**src/rtl/machine_timer_if.sv**
```systemverilog
// Data-bus port of the machine timer: core-side request strobes and the
// registered response returned by the timer.
interface machine_timer_if;
    logic        cs;
    logic [4:0]  addr;
    logic        wr_en;
    logic        rd_en;
    logic [31:0] wdata;
    logic [31:0] rdata;
    logic        rvalid;
    logic        err;

    modport master (
        output cs, addr, wr_en, rd_en, wdata,
        input  rdata, rvalid, err
    );

    modport slave (
        input  cs, addr, wr_en, rd_en, wdata,
        output rdata, rvalid, err
    );
endinterface

```
**src/rtl/machine_timer_unit.sv**
```systemverilog
// Memory-mapped machine timer: prescaled 64-bit mtime, 64-bit mtimecmp and a
// level timer_irq toward the core's mip.MTIP.
module machine_timer_unit #(
    parameter int PRESC_W = 8
) (
    input  logic           clk,
    input  logic           reset,
    machine_timer_if.slave bus,
    output logic           timer_irq
);
    localparam logic [4:0] OFF_MTIME_LO = 5'h00;
    localparam logic [4:0] OFF_MTIME_HI = 5'h04;
    localparam logic [4:0] OFF_CMP_LO   = 5'h08;
    localparam logic [4:0] OFF_CMP_HI   = 5'h0C;
    localparam logic [4:0] OFF_CTRL     = 5'h10;

    logic [63:0]        mtime;
    logic [63:0]        mtimecmp;
    logic               cnt_en;
    logic               irq_en;
    logic [PRESC_W-1:0] div;
    logic [PRESC_W-1:0] presc_cnt;

    logic        rd_req;
    logic        wr_req;
    logic        off_ok;
    logic        tick;
    logic        wr_mtime_lo;
    logic        wr_mtime_hi;
    logic        wr_cmp_lo;
    logic        wr_cmp_hi;
    logic        wr_ctrl;
    logic [31:0] ctrl_word;
    logic [31:0] rd_word;

    always_comb begin
        rd_req      = bus.cs & bus.rd_en;
        wr_req      = bus.cs & bus.wr_en;
        off_ok      = (bus.addr[1:0] == 2'b00) && (bus.addr <= OFF_CTRL);
        // Exact offset matches already exclude the misaligned and out-of-window cases
        wr_mtime_lo = wr_req && (bus.addr == OFF_MTIME_LO);
        wr_mtime_hi = wr_req && (bus.addr == OFF_MTIME_HI);
        wr_cmp_lo   = wr_req && (bus.addr == OFF_CMP_LO);
        wr_cmp_hi   = wr_req && (bus.addr == OFF_CMP_HI);
        wr_ctrl     = wr_req && (bus.addr == OFF_CTRL);
        tick        = cnt_en && (presc_cnt == div);
    end

    always_comb begin
        ctrl_word              = '0;
        ctrl_word[0]           = cnt_en;
        ctrl_word[1]           = irq_en;
        ctrl_word[8 +: PRESC_W] = div;
        case (bus.addr)
            OFF_MTIME_LO: rd_word = mtime[31:0];
            OFF_MTIME_HI: rd_word = mtime[63:32];
            OFF_CMP_LO:   rd_word = mtimecmp[31:0];
            OFF_CMP_HI:   rd_word = mtimecmp[63:32];
            OFF_CTRL:     rd_word = ctrl_word;
            default:      rd_word = '0;
        endcase
    end

    // A CTRL write restarts the divide period from zero
    always_ff @(posedge clk) begin
        if (reset || wr_ctrl || !cnt_en || tick) begin
            presc_cnt <= '0;
        end else begin
            presc_cnt <= presc_cnt + 1'b1;
        end
    end

    // Bus writes to either mtime half take priority over a same-cycle tick
    always_ff @(posedge clk) begin
        if (reset) begin
            mtime <= '0;
        end else if (wr_mtime_lo) begin
            mtime <= {mtime[63:32], bus.wdata};
        end else if (wr_mtime_hi) begin
            mtime <= {bus.wdata, mtime[31:0]};
        end else if (tick) begin
            mtime <= mtime + 64'd1;
        end
    end

    always_ff @(posedge clk) begin
        if (reset) begin
            mtimecmp <= '1;
        end else if (wr_cmp_lo) begin
            mtimecmp <= {mtimecmp[63:32], bus.wdata};
        end else if (wr_cmp_hi) begin
            mtimecmp <= {bus.wdata, mtimecmp[31:0]};
        end
    end

    always_ff @(posedge clk) begin
        if (reset) begin
            cnt_en <= 1'b0;
            irq_en <= 1'b0;
            div    <= '0;
        end else if (wr_ctrl) begin
            cnt_en <= bus.wdata[0];
            irq_en <= bus.wdata[1];
            div    <= bus.wdata[8 +: PRESC_W];
        end
    end

    // rd_word reflects pre-edge state, so a same-cycle write or tick is not visible
    always_ff @(posedge clk) begin
        if (reset) begin
            bus.rdata  <= '0;
            bus.rvalid <= 1'b0;
            bus.err    <= 1'b0;
        end else begin
            bus.rvalid <= rd_req;
            bus.err    <= (rd_req || wr_req) && !off_ok;
            if (rd_req) begin
                bus.rdata <= off_ok ? rd_word : 32'd0;
            end
        end
    end

    always_ff @(posedge clk) begin
        if (reset) begin
            timer_irq <= 1'b0;
        end else begin
            timer_irq <= irq_en && (mtime >= mtimecmp);
        end
    end
endmodule

```
**src/flat_wrapper.sv**
```systemverilog
// flat-port wrapper written by rule: the top's interface ports become plain ports
module machine_timer_unit_flat 
#(
    parameter int PRESC_W = 8
)
  (clk, reset, timer_irq, bus_cs, bus_addr, bus_wr_en, bus_rd_en, bus_wdata, bus_rdata, bus_rvalid, bus_err);
  machine_timer_if bus_i ();
  input  logic clk;
  input  logic reset;
  output logic timer_irq;
  input wire logic [$bits(bus_i.cs)-1:0] bus_cs;
  input wire logic [$bits(bus_i.addr)-1:0] bus_addr;
  input wire logic [$bits(bus_i.wr_en)-1:0] bus_wr_en;
  input wire logic [$bits(bus_i.rd_en)-1:0] bus_rd_en;
  input wire logic [$bits(bus_i.wdata)-1:0] bus_wdata;
  output wire logic [$bits(bus_i.rdata)-1:0] bus_rdata;
  output wire logic [$bits(bus_i.rvalid)-1:0] bus_rvalid;
  output wire logic [$bits(bus_i.err)-1:0] bus_err;
  assign bus_i.cs = bus_cs;
  assign bus_i.addr = bus_addr;
  assign bus_i.wr_en = bus_wr_en;
  assign bus_i.rd_en = bus_rd_en;
  assign bus_i.wdata = bus_wdata;
  assign bus_rdata = bus_i.rdata;
  assign bus_rvalid = bus_i.rvalid;
  assign bus_err = bus_i.err;
  machine_timer_unit #(.PRESC_W(PRESC_W)) u_core (.clk(clk), .reset(reset), .bus(bus_i), .timer_irq(timer_irq));
endmodule
```
**config.mk**
```make
export PLATFORM = sky130hd
export DESIGN_NAME = machine_timer_unit_flat
export DESIGN_NICKNAME = d
export VERILOG_FILES = /design/src/rtl/machine_timer_if.sv /design/src/rtl/machine_timer_unit.sv /design/src/flat_wrapper.sv
export SDC_FILE = /design/constraint.sdc
export NUM_CORES = 1
export LEC_CHECK = 0
export BUFFER_PORTS_ARGS = -buffer_cell sky130_fd_sc_hd__buf_4
export CORE_UTILIZATION = 40
export DETAILED_ROUTE_END_ITERATION = 8
export PLACE_DENSITY_LB_ADDON = 0.05
export SKIP_LAST_GASP = 1
export SYNTH_ARGS = -nofsm -noshare
export SYNTH_HDL_FRONTEND = slang
export SYNTH_SLANG_ARGS = --single-unit
```
**constraint.sdc**
```tcl
create_clock -name clk -period 4.42 [get_ports clk]
set_input_delay 0.221 -clock clk [delete_from_list [all_inputs] [get_ports clk]]
set_output_delay 0.221 -clock clk [all_outputs]
set_load 0.01 [all_outputs]
```
# Yosys cells after proc, flatten, opt, wreduce, memory -nomap -nowiden
# Cells that the tools add are included.
# classes
n_addsub,2
magnitude_cmp,2
n_eq_ne,6
muxes,6
bitwise,4
n_reduce_logical,22
# op_table
op,count
$pmux W32 S5,1
$mux W64,2
$mux W32,3
$add A64 B1 Y64 const B,1
$ge A64 B64 Y1,1
$eq A5 B4 Y1 const B,2
$logic_and A1 B1 Y1,9
$add A8 B1 Y8 const B,1
$eq A8 B8 Y1,1
$reduce_and A2 Y1,3
$eq A5 B3 Y1 const B,1
$eq A5 B5 Y1 const B,1
$le A5 B5 Y1 const B,1
$logic_not A5 Y1,1
$logic_or A1 B1 Y1,4
$reduce_bool A2 Y1,2
$and A1 B1 Y1,2
$logic_not A1 Y1,2
$logic_not A2 Y1,1
$ne A2 B1 Y1 const B,1
$not A1 Y1,2
# totals
reg_bits,181
input_bits,42
word_cells,54

# Longest topological paths before layout
# Gate-level depths: netlist of run 1.
# logic_depth
ltp_word,5
depth_mapped,9

# Worst setup path after synthesis of run 1
# OpenSTA, ideal clock, no wires.
# synth_timing
path_kind,flip-flop to flip-flop
startpoint,reg u_core.mtime[2]
endpoint,reg u_core.mtime[33]
t_arrival_ps,2337
path_slack_ps,1953
path_stages_with_launch,8
path_buffers,1
path_cell_list,dfxtp_1 -> nand4_2 -> or4_1 -> buf_6 -> or4_4 -> or3_1 -> a31oi_1 -> o31ai_1
# synth_between
elab_chain_len,3
# synth_rtl
element,line_no,text
from (decl),machine_timer_unit.sv:17,logic [63:0] mtime;
from (signal assigned),machine_timer_unit.sv:78,"mtime <= {mtime[63:32], bus.wdata};"
from (signal assigned),machine_timer_unit.sv:80,"mtime <= {bus.wdata, mtime[31:0]};"
from (signal assigned),machine_timer_unit.sv:82,mtime <= mtime + 64'd1;
$add A64 B1 Y64,machine_timer_unit.sv:82,
$mux W64,machine_timer_unit.sv:81,end else if (tick) begin
$mux W64,machine_timer_unit.sv:79,end else if (wr_mtime_hi) begin
# No other way between the ends. The select of a mux whose other input is x is not followed.
# A chain may end at the register's enable or synchronous reset.

# Final worst setup path of run 1
# layout_timing
startpoint,reg u_core.presc_cnt[0]
endpoint,reg u_core.mtime[52]
# layout_between
elab_chain_len,4
# layout_rtl
element,line_no,text
from (decl),machine_timer_unit.sv:22,logic [PRESC_W-1:0] presc_cnt;
from (signal assigned),machine_timer_unit.sv:69,presc_cnt <= presc_cnt + 1'b1;
$eq A8 B8 Y1,machine_timer_unit.sv:46,tick = cnt_en && (presc_cnt == div);
$logic_and A1 B1 Y1,machine_timer_unit.sv:46,
$reduce_bool A2 Y1 (no line),--,
$reduce_and A2 Y1 (no line),--,
# No other way between the ends.

==> run_results.csv, run 1 <==
group,metric,value,unit
die,fp.dieArea,27600,um^2
clock_tree,clock_tree_from_tritoncts,"yes",
grt,first_global_vias,10200,
clock_tree,postCtsResizedCells,0,
yosys,synth.yosys.seq_area_share,0.337,
outcome,violations_in_the_final_reports,"design-rule violations",
critical_path,reg2regPathDepth,6,
power,internal-power,2.58,mW
critical_path,critPathKind,"flip-flop to flip-flop",
cells_and_area,areaGrowthSynthToFinish,12.9,%
clock_tree,cts_made_buffers,17,
grt,groute.usage.overall,0.292,
critical_path,worst-endpoint-arrival,3.30,ns
critical_path,cp_cell_sequence,"xnor2_1 -> nand4_1 -> nor4_1 -> nor2_1 -> a32oi_1 -> a31oi_1",
critical_path,peak_fanout_along_the_critical_path,13,
cells_and_area,final_net_count,1499,
routing,antenna_left,0,
clock_tree,cts.path.max_buffers,2,
routing,routed_wirelength,40100,um
critical_path,path_delay_family,"simple AND/OR/NAND/NOR gates",
cells_and_area,fillCellCount,2644,
grt,global_route_wire_length_before_repair,61800,um
critical_path,source_of_the_critical_timing_path,"u_core.presc_cnt[0]",
power,ir_drop,0.242,mV
die,io-pin-count,77,
routing,viasPerCell,6.17,
sta,worst_slew_margin_relative_to_its_limit,0.0630,
sta,transition_at_the_pin_with_the_smallest_max_transition_slack,1.40,ns
sta,timing.final.crit_share,0.678,
sta,grt_setup_unrepaired,"no",
critical_path,crit_slowest_cell,"sky130_fd_sc_hd__nor4_1",
clock_tree,numClockSinks,181,
clock_tree,cts.root.buffer_cell,"sky130_fd_sc_hd__clkbuf_16",
cells_and_area,antenna_cells,0,
power,switching_power,997,uW
cells_and_area,multiInputGateArea,6550,um^2
placement,placedCellCount,1707,
clock_tree,postCtsSetupRepairBufs,0,
hold_path,holdPathStages,3,
placement,place_congestion,0.962,
power,switching_share,0.278,
sta,worst_hold_slack,0.0306,ns
yosys,synth-edff-count,0,
clock_tree,htree_levels,4,
die,core.rowCount,59,
cells_and_area,seqCellArea,3620,um^2
power,combPwrFrac,0.087,
cells_and_area,finalCoreUtilization,0.464,
sta,final.setup_skew,0.0107,ns
critical_path,r2r-start,"u_core.presc_cnt[0]",
critical_path,worstSetupStartpointType,"flip-flop",
sta,timing.final.setup_violations,0,
hold_path,holdCritStartpoint,"bus_wdata[23]",
critical_path,max_stage_delay,0.88,ns
clock_tree,cts.clk_slew.worst_paths,0.08,ns
outcome,result_of_the_run,"finished with violations",
die,floorplan.initialDensity,0.411,
sta,finalMaxSlewViolations,0,
die,design.core.area,26200,um^2
cells_and_area,layout-drive-gt1-share,0.104,
yosys,synthesis.nets,1477,
sta,final-hold-violation-count,0,
routing,detailedRoute.firstIterationViolations,960,
cells_and_area,stdcell_area,12200,um^2
routing,drt-pass1-iter-count,9,
yosys,postSynthAreaPerCell,7.86,um^2
grt,grt_remaining_overflow,0,
yosys,netlist_instances,1369,
cells_and_area,fin_cells,1739,
routing,route.detailed.wl_per_inst,23.0,um
clock_tree,worst_skew_pair.late_latency,0.44,ns
die,chipWidth,166,um
yosys,synth.ff_latch_count,181,
die,chipHeight,166,um
yosys,synth_ff_type,"sky130_fd_sc_hd__dfxtp_1",
grt,grt_start_max_net_pins,74,
power,clk_pwr_share,0.437,
placement,dp_hpwl,28200,um
routing,num_vias,10700,
sta,totalNegativeSetupSlack,0,ns
yosys,synth_warnings,0,
yosys,share_of_the_synthesized_area_in_the_top_cell_type,0.337,
hold_path,hp-class,"primary input to flip-flop",
yosys,post_synth_num_cell_types,59,
routing,drc_errors,2,
power,power.density_cell_area,294,nW/um^2
clock_tree,cts-hold-fix-buffers,0,
yosys,syn-cell-area,10800,um^2
critical_path,regToRegSetupSlack,1.42,ns
power,p_leak,4.97,nW
placement,buffer_ports.inserted,76,
placement,post_dp_cell_area,11600,um^2
critical_path,critical_path_depth,6,
grt,grt_antenna_before_repair,0,
yosys,post_synth_main_area_contributors,"sky130_fd_sc_hd__dfxtp_1 34%, sky130_fd_sc_hd__ha_1 7.7%, sky130_fd_sc_hd__nand2_1 7.1%, sky130_fd_sc_hd__o211ai_1 4.8%, sky130_fd_sc_hd__nor2_1 3.3%",
critical_path,critPathRequiredTime,4.73,ns
sta,period_minus_slack,3.00,ns
yosys,library_cell_with_the_largest_summed_area_after_synthesis,"sky130_fd_sc_hd__dfxtp_1",
sta,max_clock_freq,0.334,GHz
critical_path,crit_end_element,"flip-flop",
critical_path,cp.buffers_inverters,0,
power,power.sequential.fraction,0.476,
yosys,ys_async_sr_fraction,0,
flow_run,max_cap_viol_count,0,
## registers in the layout (all words and copies together), names as in the netlist
register / cells
u_core.mtimecmp: 64
u_core.presc_cnt: 8
u_core.bus.rvalid: 1
u_core.div: 8
u_core.mtime: 64
u_core.bus.err: 1
u_core.bus.rdata: 32
u_core.irq_en: 1
u_core.timer_irq: 1
u_core.cnt_en: 1
## cell usage after synthesis, types with 11 or more instances
library cell and instances:
sky130_fd_sc_hd__nand2_1 205, sky130_fd_sc_hd__dfxtp_1 181, sky130_fd_sc_hd__nor2_1 95, sky130_fd_sc_hd__clkbuf_1 78, sky130_fd_sc_hd__inv_1 76, sky130_fd_sc_hd__o211ai_1 69, sky130_fd_sc_hd__ha_1 66, sky130_fd_sc_hd__o21ai_0 56
sky130_fd_sc_hd__nor3_1 54, sky130_fd_sc_hd__a21oi_1 51, sky130_fd_sc_hd__nand4_1 46, sky130_fd_sc_hd__nand3_1 40, sky130_fd_sc_hd__a211oi_1 37, sky130_fd_sc_hd__mux2i_1 34, sky130_fd_sc_hd__a221oi_1 28, sky130_fd_sc_hd__nor4_1 24
sky130_fd_sc_hd__xnor2_1 24, sky130_fd_sc_hd__a31oi_1 15, sky130_fd_sc_hd__or3_1 15, sky130_fd_sc_hd__a22o_1 14, sky130_fd_sc_hd__a22oi_1 14, sky130_fd_sc_hd__xor2_1 13, sky130_fd_sc_hd__and3_1 12, sky130_fd_sc_hd__a222oi_1 11
sky130_fd_sc_hd__buf_1 11
## area by class of cell
class | count | area share
Multi-Input combinational cell | 1021 | 0.539
Clock buffer | 18 | 0.0353
Clock inverter | 14 | 0.0117
Sequential cell | 181 | 0.298
Inverter | 77 | 0.0238
Timing Repair Buffer | 93 | 0.0574
Tap cell | 335 | 0.0345
## worst reg2reg max path: stages, from the launching register on
cell                      delay, ns
sky130_fd_sc_hd__dfxtp_1       0.44
sky130_fd_sc_hd__xnor2_1       0.16
sky130_fd_sc_hd__nand4_1       0.24
sky130_fd_sc_hd__nor4_1        0.88
sky130_fd_sc_hd__nor2_1        0.60
sky130_fd_sc_hd__a32oi_1       0.41
sky130_fd_sc_hd__a31oi_1       0.12
## final timing paths
kind,end
worst min register to register,u_core.div[2]
worst max register to register,u_core.mtime[52]
worst max-delay path,u_core.mtime[52]
worst min-delay path,u_core.mtime[23]
## per-stage QoR
stage	power, mW	setup slack, ns
after floorplan	1.90	1.95
after global placement	2.05	1.36
after detailed placement	2.05	1.32
after CTS	3.60	1.50
after global routing	3.70	1.33
final	3.58	1.42
## placed cells by master (no fill, tap or decap), types with 5 or more instances in the layout
master	n
sky130_fd_sc_hd__and3_1	12
sky130_fd_sc_hd__and4_1	6
sky130_fd_sc_hd__buf_4	93
sky130_fd_sc_hd__o311ai_0	5
sky130_fd_sc_hd__a221oi_1	28
sky130_fd_sc_hd__nor2_1	95
sky130_fd_sc_hd__a22o_1	14
sky130_fd_sc_hd__or3_1	15
sky130_fd_sc_hd__a211oi_1	37
sky130_fd_sc_hd__a31oi_1	15
sky130_fd_sc_hd__or4_1	8
sky130_fd_sc_hd__a21o_1	8
sky130_fd_sc_hd__mux2i_1	34
sky130_fd_sc_hd__nor3_1	53
sky130_fd_sc_hd__xnor2_1	24
sky130_fd_sc_hd__clkbuf_16	17
sky130_fd_sc_hd__ha_1	66
sky130_fd_sc_hd__nand3_1	40
sky130_fd_sc_hd__inv_1	76
sky130_fd_sc_hd__nor4_1	23
sky130_fd_sc_hd__o21ai_0	56
sky130_fd_sc_hd__dfxtp_1	181
sky130_fd_sc_hd__and2_1	7
sky130_fd_sc_hd__nand4_1	46
sky130_fd_sc_hd__xor2_1	13
sky130_fd_sc_hd__a22oi_1	14
sky130_fd_sc_hd__o211ai_1	69
sky130_fd_sc_hd__a21oi_1	51
sky130_fd_sc_hd__o31ai_1	7
sky130_fd_sc_hd__a222oi_1	11
sky130_fd_sc_hd__nand2_1	205
## per-layer routing
layer  vias up  share of wire  track usage
met5         -              0            0
li1       5099              -            -
met4         0          0.026       0.0975
met3        63          0.055       0.0381
met1      5190           0.44        0.377
met2       380           0.47        0.499
## kinds of logic (layout without fill, tap and decap cells)
family                   count (synthesis)  count (layout)  share of synthesized area
adder cells (fa/ha/maj)                 66              66                     0.0767
multiplexers                            36              36                     0.0337
flip-flops                             181             181                      0.337
AO/OA/AOI/OAI                          338             338                      0.219
buffers and inverters                  167             202                     0.0589
AND/OR/NAND/NOR                        544             544                      0.245
XOR/XNOR                                37              37                     0.0301
## power by group through the flow
stage | clock network, mW | logic (mW) | registers [mW]
after floorplan | 0 | 0.159 | 1.74
after global placement | 0 | 0.309 | 1.74
after detailed placement | 0 | 0.310 | 1.74
after CTS | 1.59 | 0.311 | 1.70
after global routing | 1.65 | 0.340 | 1.71
final | 1.56 | 0.310 | 1.70
Note: power is estimated with default switching activity, not from simulation.
==> inputs of run 2 (changes only) <==
- clock period: 4.42 -> 2.4 ns (I/O delays scaled with it)
==> run_results.csv, run 2 (synthesized netlist as in run 1, its figures left out) <==
group,metric,value,unit
routing,num_vias,11300,
routing,drt-pass1-iter-count,9,
cells_and_area,multiInputGateArea,6650,um^2
clock_tree,numClockSinks,181,
sta,worst_slew_margin_relative_to_its_limit,0.389,
sta,final-hold-violation-count,0,
critical_path,peak_fanout_along_the_critical_path,6,
cells_and_area,fillCellCount,2597,
die,chipHeight,166,um
grt,grt_start_max_net_pins,65,
grt,global_route_wire_length_before_repair,65700,um
cells_and_area,antenna_cells,0,
sta,max_clock_freq,0.426,GHz
cells_and_area,final_net_count,1664,
sta,finalMaxSlewViolations,0,
critical_path,max_stage_delay,0.42,ns
cells_and_area,finalCoreUtilization,0.523,
sta,final.setup_skew,0.0162,ns
routing,detailedRoute.firstIterationViolations,1010,
routing,drc_errors,5,
grt,grt_remaining_overflow,0,
critical_path,crit_end_element,"flip-flop",
grt,met2_usage,0.521,
sta,timing.final.crit_share,0.978,
die,core.rowCount,59,
grt,global_route.usage.met1,0.406,
cells_and_area,layout-drive-gt1-share,0.193,
clock_tree,clock_tree_from_tritoncts,"yes",
routing,viasPerCell,5.95,
outcome,result_of_the_run,"finished with violations",
routing,route.detailed.wl_per_inst,22.4,um
grt,grtUsageMet3,0.0362,
die,design.core.area,26200,um^2
clock_tree,cts_made_buffers,17,
clock_tree,cts.root.buffer_cell,"sky130_fd_sc_hd__clkbuf_16",
critical_path,source_of_the_critical_timing_path,"u_core.mtime[11]",
grt,grt_antenna_before_repair,0,
die,chipWidth,166,um
die,io-pin-count,77,
clock_tree,cts.path.max_buffers,2,
cells_and_area,areaGrowthSynthToFinish,27.2,%
routing,antenna_left,0,
cells_and_area,seqCellArea,3640,um^2
cells_and_area,layout_commonest_cell,"sky130_fd_sc_hd__buf_4",
critical_path,worst-endpoint-arrival,2.71,ns
critical_path,worstSetupStartpointType,"flip-flop",
critical_path,critPathKind,"flip-flop to flip-flop",
critical_path,cp_cell_sequence,"nand4_1 -> or3_4 -> buf_4 -> nor3_4 -> buf_4 -> nand2_1 -> or4_1 -> a31oi_1",
power,p_leak,5.85,nW
routing,routed_wirelength,42600,um
power,power.density_cell_area,486,nW/um^2
power,ir_drop,0.351,mV
critical_path,r2r-start,"u_core.mtime[11]",
critical_path,cp.buffers_inverters,2,
die,fp.dieArea,27600,um^2
grt,groute.usage.overall,0.310,
die,floorplan.initialDensity,0.411,
sta,grt_setup_unrepaired,"yes",
clock_tree,cts.clk_slew.worst_paths,0.08,ns
grt,first_global_vias,10900,
outcome,violations_in_the_final_reports,"design-rule violations",
placement,buffer_ports.inserted,76,
hold_path,hp-class,"primary input to flip-flop",
sta,period_minus_slack,2.35,ns
cells_and_area,most-common-layout-cells,"215 x sky130_fd_sc_hd__buf_4, 205 x sky130_fd_sc_hd__nand2_1, 169 x sky130_fd_sc_hd__dfxtp_1, 95 x sky130_fd_sc_hd__nor2_1, 76 x sky130_fd_sc_hd__inv_1",
clock_tree,htree_levels,4,
cells_and_area,largest_registers,"u_core.mtime (64), u_core.mtimecmp (64), u_core.bus.rdata (32)",
critical_path,crit_top_cell,"sky130_fd_sc_hd__buf_4",
clock_tree,worst_skew_pair.late_latency,0.44,ns
critical_path,path_delay_family,"simple AND/OR/NAND/NOR gates",
placement,dp_hpwl,31500,um
critical_path,critPathRequiredTime,2.76,ns
grt,grt_most_used_layer,"met2",
placement,place_congestion,0.992,
sta,totalNegativeSetupSlack,0,ns
critical_path,crit_slowest_cell,"sky130_fd_sc_hd__or3_4",
flow_run,max_cap_viol_count,0,
hold_path,holdCritStartpoint,"bus_wdata[1]",
sta,transition_at_the_pin_with_the_smallest_max_transition_slack,0.914,ns
sta,timing.final.setup_violations,0,
run 2: final cells by class:
type                            count  share of cell area
Timing Repair Buffer              258               0.155
Multi-Input combinational cell   1021               0.485
Clock inverter                     13             0.00968
Inverter                           77              0.0211
Tap cell                          335              0.0306
Sequential cell                   181               0.266
Clock buffer                       19              0.0323
run 2: metrics by stage:
stage	area (um^2)	power [mW]	worst slack, ns	std cells	hold slack (ns)
floorplan	10800	3.49	0.00326	1369	0.229
global placement	12700	3.82	-0.161	1836	0.371
detailed placement	12700	3.82	-0.136	1836	0.378
CTS	13600	6.69	-0.0152	1901	0.00214
global route	13700	6.87	-0.0707	1904	0.00936
finish	13700	6.66	0.0520	1904	0.00749
run 2: worst paths after layout:
| check | endpoint | slack [ns] | cells after the start |
|---|---|---|---|
| max | u_core.mtime[47] | 0.05 | 8 |
| min | u_core.irq_en | 0.007 | 3 |
| max reg2reg | u_core.mtime[47] | 0.05 | 8 |
| min reg2reg | u_core.bus.rdata[22] | 0.50 | 2 |
run 2: routing by layer:
| metal | routed length, um | up-vias | share of wire |
|---|---|---|---|
| li1 | - | 5437 | - |
| met3 | 2010 | 80 | 0.047 |
| met4 | 1410 | 0 | 0.033 |
| met5 | 0 | - | 0 |
| met2 | 20100 | 362 | 0.47 |
| met1 | 19100 | 5452 | 0.45 |
run 2: worst register-to-register path, cell delays in order (launching register included):
cell	delay, ns
sky130_fd_sc_hd__dfxtp_1	0.38
sky130_fd_sc_hd__nand4_1	0.28
sky130_fd_sc_hd__or3_4	0.42
sky130_fd_sc_hd__buf_4	0.17
sky130_fd_sc_hd__nor3_4	0.22
sky130_fd_sc_hd__buf_4	0.18
sky130_fd_sc_hd__nand2_1	0.07
sky130_fd_sc_hd__or4_1	0.39
sky130_fd_sc_hd__a31oi_1	0.16
run 2: timing repair:
| action | in CTS | in global routing |
|---|---|---|
| hold buffers | 33 | 0 |
| gates resized for setup | 5 | 22 |
| endpoints found under the hold margin | 69 | 0 |
| setup endpoints to repair | 10 | 26 |
| buffers inserted | 0 | 3 |
| pin swaps | 0 | 8 |
run 2: power breakdown:
group / leakage [nW] / internal [mW] / switching (mW)
Sequential: 1.47 / 3.07 / 0.0510
Combinational: 4.10 / 0.288 / 0.394
Clock: 0.282 / 1.42 / 1.44
Total: 5.85 / 4.77 / 1.88
